==> config.mk <==
export PLATFORM = sky130hd
export DESIGN_NAME = sym_cn_lut_loader
export DESIGN_NICKNAME = d
export VERILOG_FILES = /design/src/rtl/ib_lut_pkg.sv /design/src/rtl/sym_cn_lut_loader.sv
export SDC_FILE = /design/constraint.sdc
export NUM_CORES = 1
export LEC_CHECK = 0
export BUFFER_PORTS_ARGS = -buffer_cell sky130_fd_sc_hd__buf_2
export CELL_PAD_IN_SITES_DETAIL_PLACEMENT = 0
export CELL_PAD_IN_SITES_GLOBAL_PLACEMENT = 2
export CORE_AREA = 3 3 54 68
export CTS_CLUSTER_SIZE = 24
export DETAILED_ROUTE_END_ITERATION = 7
export DIE_AREA = 0 0 57 71
export GPL_ROUTABILITY_DRIVEN = 0
export PLACE_DENSITY_LB_ADDON = 0.1
export SETUP_SLACK_MARGIN = 0.4
export SYNTH_ARGS = -nofsm -noshare
export SYNTH_HDL_FRONTEND = slang
export SYNTH_SLANG_ARGS = --single-unit
==> constraint.sdc <==
create_clock -name write_clk -period 2.1 [get_ports write_clk]
set_input_delay 0 -clock write_clk [delete_from_list [all_inputs] [get_ports write_clk]]
set_output_delay 0 -clock write_clk [all_outputs]
set_load 0.005 [all_outputs]
==> src/rtl/ib_lut_pkg.sv <==
`default_nettype none
// ---------------------------------------------------------------------------
// ib_lut_pkg : loader FSM states and page-geometry helpers for the CN IB-LUT
// Rev 1.0
// ---------------------------------------------------------------------------
package ib_lut_pkg;

  typedef enum logic [1:0] {
    IDLE   = 2'd0,
    GET_B0 = 2'd1,
    GET_B1 = 2'd2,
    DONE   = 2'd3
  } lut_state_e;

  function automatic int calc_page_aw(input int entry_addr, input int frame_num);
    return entry_addr - $clog2(frame_num);
  endfunction

  function automatic int calc_page_num(input int entry_addr, input int frame_num);
    return 1 << calc_page_aw(entry_addr, frame_num);
  endfunction

endpackage
`default_nettype wire

==> src/rtl/sym_cn_lut_loader.sv <==
`default_nettype none
// ---------------------------------------------------------------------------
// sym_cn_lut_loader : packs a LUT entry stream into bank0/bank1 page writes and
// ping-pongs the active read region on completion.  Rev 1.0
// ---------------------------------------------------------------------------
module sym_cn_lut_loader
  import ib_lut_pkg::*;
#(
  parameter int QUAN_SIZE       = 3,
  parameter int LUT_PORT_SIZE   = 2,
  parameter int ENTRY_ADDR      = 4,
  parameter int MULTI_FRAME_NUM = 2
) (
  input  logic                     write_clk,
  input  logic                     rstn,
  input  logic                     load_start,
  output logic                     load_busy,
  output logic                     load_done,
  input  logic [LUT_PORT_SIZE-1:0] lut_data,
  input  logic                     lut_valid,
  output logic                     lut_ready,
  output logic [LUT_PORT_SIZE-1:0] lut_in_bank0,
  output logic [LUT_PORT_SIZE-1:0] lut_in_bank1,
  output logic [calc_page_aw(ENTRY_ADDR, MULTI_FRAME_NUM)-1:0] page_write_addr,
  output logic                     write_addr_offset,
  output logic                     we,
  output logic                     read_addr_offset
);

  localparam int PAGE_AW = calc_page_aw(ENTRY_ADDR, MULTI_FRAME_NUM);
  localparam logic [PAGE_AW-1:0] LAST_PAGE = '1;

  // Offsets are single-bit inversions, so only a two-region ping-pong is legal.
  if (MULTI_FRAME_NUM != 2 || QUAN_SIZE < 1) begin : g_bad_cfg
    $error("sym_cn_lut_loader supports MULTI_FRAME_NUM == 2 only");
  end

  lut_state_e               state, state_nxt;
  logic [PAGE_AW-1:0]       page_cnt, page_cnt_nxt;
  logic [LUT_PORT_SIZE-1:0] held, held_nxt;
  logic [LUT_PORT_SIZE-1:0] bank0_nxt, bank1_nxt;
  logic [PAGE_AW-1:0]       page_addr_nxt;
  logic                     busy_nxt, done_nxt, we_nxt, ready_nxt;
  logic                     wr_off_nxt, rd_off_nxt;
  logic                     handshake;

  assign handshake = lut_valid & lut_ready;

  always_comb begin
    state_nxt     = state;
    page_cnt_nxt  = page_cnt;
    held_nxt      = held;
    bank0_nxt     = lut_in_bank0;
    bank1_nxt     = lut_in_bank1;
    page_addr_nxt = page_write_addr;
    busy_nxt      = load_busy;
    done_nxt      = 1'b0;
    we_nxt        = 1'b0;
    wr_off_nxt    = write_addr_offset;
    rd_off_nxt    = read_addr_offset;
    case (state)
      IDLE: begin
        if (load_start) begin
          wr_off_nxt   = ~read_addr_offset;
          page_cnt_nxt = '0;
          busy_nxt     = 1'b1;
          state_nxt    = GET_B0;
        end
      end
      GET_B0: begin
        if (handshake) begin
          held_nxt  = lut_data;
          state_nxt = GET_B1;
        end
      end
      GET_B1: begin
        if (handshake) begin
          we_nxt        = 1'b1;
          bank0_nxt     = held;
          bank1_nxt     = lut_data;
          page_addr_nxt = page_cnt;
          if (page_cnt == LAST_PAGE) begin
            state_nxt = DONE;
          end else begin
            page_cnt_nxt = page_cnt + PAGE_AW'(1);
            state_nxt    = GET_B0;
          end
        end
      end
      DONE: begin
        done_nxt   = 1'b1;
        rd_off_nxt = write_addr_offset;
        busy_nxt   = 1'b0;
        state_nxt  = IDLE;
      end
      default: state_nxt = IDLE;
    endcase
    // Ready is registered, so it is derived from where the FSM is heading.
    ready_nxt = (state_nxt == GET_B0) || (state_nxt == GET_B1);
  end

  always_ff @(posedge write_clk) begin
    if (!rstn) begin
      state             <= IDLE;
      page_cnt          <= '0;
      held              <= '0;
      lut_in_bank0      <= '0;
      lut_in_bank1      <= '0;
      page_write_addr   <= '0;
      load_busy         <= 1'b0;
      load_done         <= 1'b0;
      we                <= 1'b0;
      lut_ready         <= 1'b0;
      write_addr_offset <= 1'b1;
      read_addr_offset  <= 1'b0;
    end else begin
      state             <= state_nxt;
      page_cnt          <= page_cnt_nxt;
      held              <= held_nxt;
      lut_in_bank0      <= bank0_nxt;
      lut_in_bank1      <= bank1_nxt;
      page_write_addr   <= page_addr_nxt;
      load_busy         <= busy_nxt;
      load_done         <= done_nxt;
      we                <= we_nxt;
      lut_ready         <= ready_nxt;
      write_addr_offset <= wr_off_nxt;
      read_addr_offset  <= rd_off_nxt;
    end
  end

endmodule
`default_nettype wire

==> impl_metrics.tcl <==
set metrics [dict create \
    ant_nets 0 \
    synthCells 93 \
    finalCriticalPeriod_ns 1.485 \
    cts_resized 0 \
    root_buffer "clkbuf_8" \
    synth_cell_types 30 \
    start_util_pct 27.67 \
    yosysSeqAreaShare_pct 45.71 \
    drcViolationCount 0 \
    numCtsBuffers 3 \
    num_antenna_cells 0 \
    wl_um 1882 \
    max_freq_ghz 0.6735 \
    max_cap_viol_count 0 \
    clk_latency_ns 0.26 \
    area_growth_pct 19.14 \
    synth_seq_cells 20 \
    fin_setup_tns_ns 0 \
    die_w_um 57 \
    rows 23 \
    nets 121 \
    syn-num-nets 101 \
    nFillCells 364 \
    synth_top_area_share_pct 45.71 \
    hp-class "in -> reg" \
    arrival_ns 1.67 \
    via_per_inst 4.691 \
    clk_pin_slew_ns 0.08 \
    drt_iter0_drc 23 \
    finalCritPeriodShare_pct 70.70 \
    drive_gt1_share_pct 28.57 \
    synth_top_cell_by_area "dfxtp_1" \
    dr_total_vias 699 \
    boundaryPins 19 \
    wl_per_cell_um 12.63 \
    p_leak_nw 0.4498 \
    cts_hold_buf 3 \
    netlist_area_um2 875.8 \
    critical_path_required_ns 2.29 \
    relSlewSlack_pct 67.39 \
    p_total_w 0.0007597 \
    grt_use_total_pct 10.17 \
    syn_area_per_cell_um2 9.418 \
    p_per_area_nw_per_um2 728.0 \
    worstMarginPinSlew_ns 0.4885 \
    hold_violations 0 \
    core-area_um2 3166 \
    peakVddDrop_uv 220.4 \
    slew_violations 0 \
    grt_pass1_wl_um 3180 \
    cts_tree "built" \
    crit_type "reg -> reg" \
    rsz0062_at_grt "no" \
    dpl.hpwl_um 1295 \
    finClkSkew_ns 0.001860 \
    ys_top_cells_by_area "dfxtp_1 46%, nand2_1 9.4%, a21oi_1 6.3%" \
    hold-worst-slack_ns 0.09820 \
    crit_path_start_kind "register" \
    post_cts.repair.setup_buffers 0 \
    overflow 0 \
    port_buffers 18 \
    status "finished clean" \
    clockBufferDepth 2 \
    fin_cells 149 \
    htree_levels 1 \
    grt_pass1_vias 678 \
    die_y_um 71 \
    dieArea_um2 4047 \
    grt_max_degree 18 \
    synth_warnings 0 \
    placed_cells 142 \
    worst-path-max-fanout 5 \
    antenna_found_initial 0 \
    dr.pass1.iters 2 \
    endpoint_kind "register" \
    clock_sink_count 20 \
    setup_viol 0 \
]
## worst max-delay path, cell delays in order (launching register included)
cell      delay [ns]
dfxtp_1         0.35
ha_1            0.21
ha_1            0.23
nand3b_4        0.18
or3_1           0.31
a31oi_1         0.15
## Yosys cell counts, drive strengths merged
cell type,instances
and4b,2
nand2,22
a22o,2
nor2,3
or3,1
o21bai,1
nand3b,1
a21oi,11
or3b,1
and2b,1
dfxtp,20
buf,6
a2111oi,1
nor3,2
a31oi,1
inv,1
nand4b,2
o31ai,1
o211ai,1
ha,2
nand3,4
a31o,1
o21ai,3
and3,1
nand2b,2
## cell usage in the layout, fill, tap and decap left out, types with 2 or more instances in the layout
cell type	n
a21oi_1	11
a22o_1	2
buf_2	18
clkbuf_8	4
dfxtp_1	20
dlygate4sd3_1	3
ha_1	2
nand2_1	22
nand2b_1	2
nand3_1	4
nor2_1	3
o21ai_0	3
## area by class of cell
class	instances	area, µm²	area share, %
sequential	20	400.4	38.37
inverter	1	3.754	0.3597
tap	37	46.29	4.436
clock buffer	4	55.05	5.276
multi-input combinational	66	417.9	40.05
timing repair buffer	21	120.1	11.51
## final timing paths
| kind | slack (ns) | startpoint | cells after the start | end |
|---|---|---|---|---|
| setup / recovery | 0.62 | page_cnt[0] | 5 | page_cnt[0] |
| hold / removal | 0.1 | lut_valid | 3 | state[0] |
| setup reg to reg | 0.62 | page_cnt[0] | 5 | page_cnt[0] |
| hold reg to reg | 0.45 | page_write_addr[0] | 2 | page_write_addr[0] |
## sequential cells by signal, indices dropped and copies added (netlist names), 2 cells and up
signal and flops:
state 2, held 2, lut_in_bank0 2, page_write_addr 3, lut_in_bank1 2, page_cnt 3
## power breakdown
group | leakage, nW | switching (W) | internal, W | total, W
logic | 0.259 | 0.0000281 | 0.0000285 | 0.0000567
registers | 0.162 | 0.0000163 | 0.000388 | 0.000404
clock network | 0.0288 | 0.000132 | 0.000167 | 0.000299
total | 0.450 | 0.000176 | 0.000583 | 0.000760
## cell families (layout without fill, tap and decap cells)
kind of cell,after synthesis,count (layout),share of synthesized area [%]
adders and majority gates,2,2,2.857
buffers and inverters,7,26,6.570
and+or+nand+nor,42,42,28.29
AOI/OAI and AO/OA,22,22,16.57
DFF,20,20,45.71
## per-stage QoR
step,cell area [µm²],util (%),worst slack (ns)
2_1_floorplan,875.8,-,0.7091
3_3_place_gp,958.4,30.28,0.6409
3_5_place_dp,958.4,30.28,0.6234
4_1_cts,1044,32.96,0.5981
5_1_grt,1044,32.96,0.4885
6_report,1044,32.96,0.6153
## routing by layer
layer,vias to the layer above,part of all wire (%),track usage (%)
met2,15,48,16.65
met1,317,46,12.32
met3,4,4.2,2.190
li1,363,-,-
met4,0,1.5,5.412
met5,-,0,0
(Power assumes the default switching activity.)
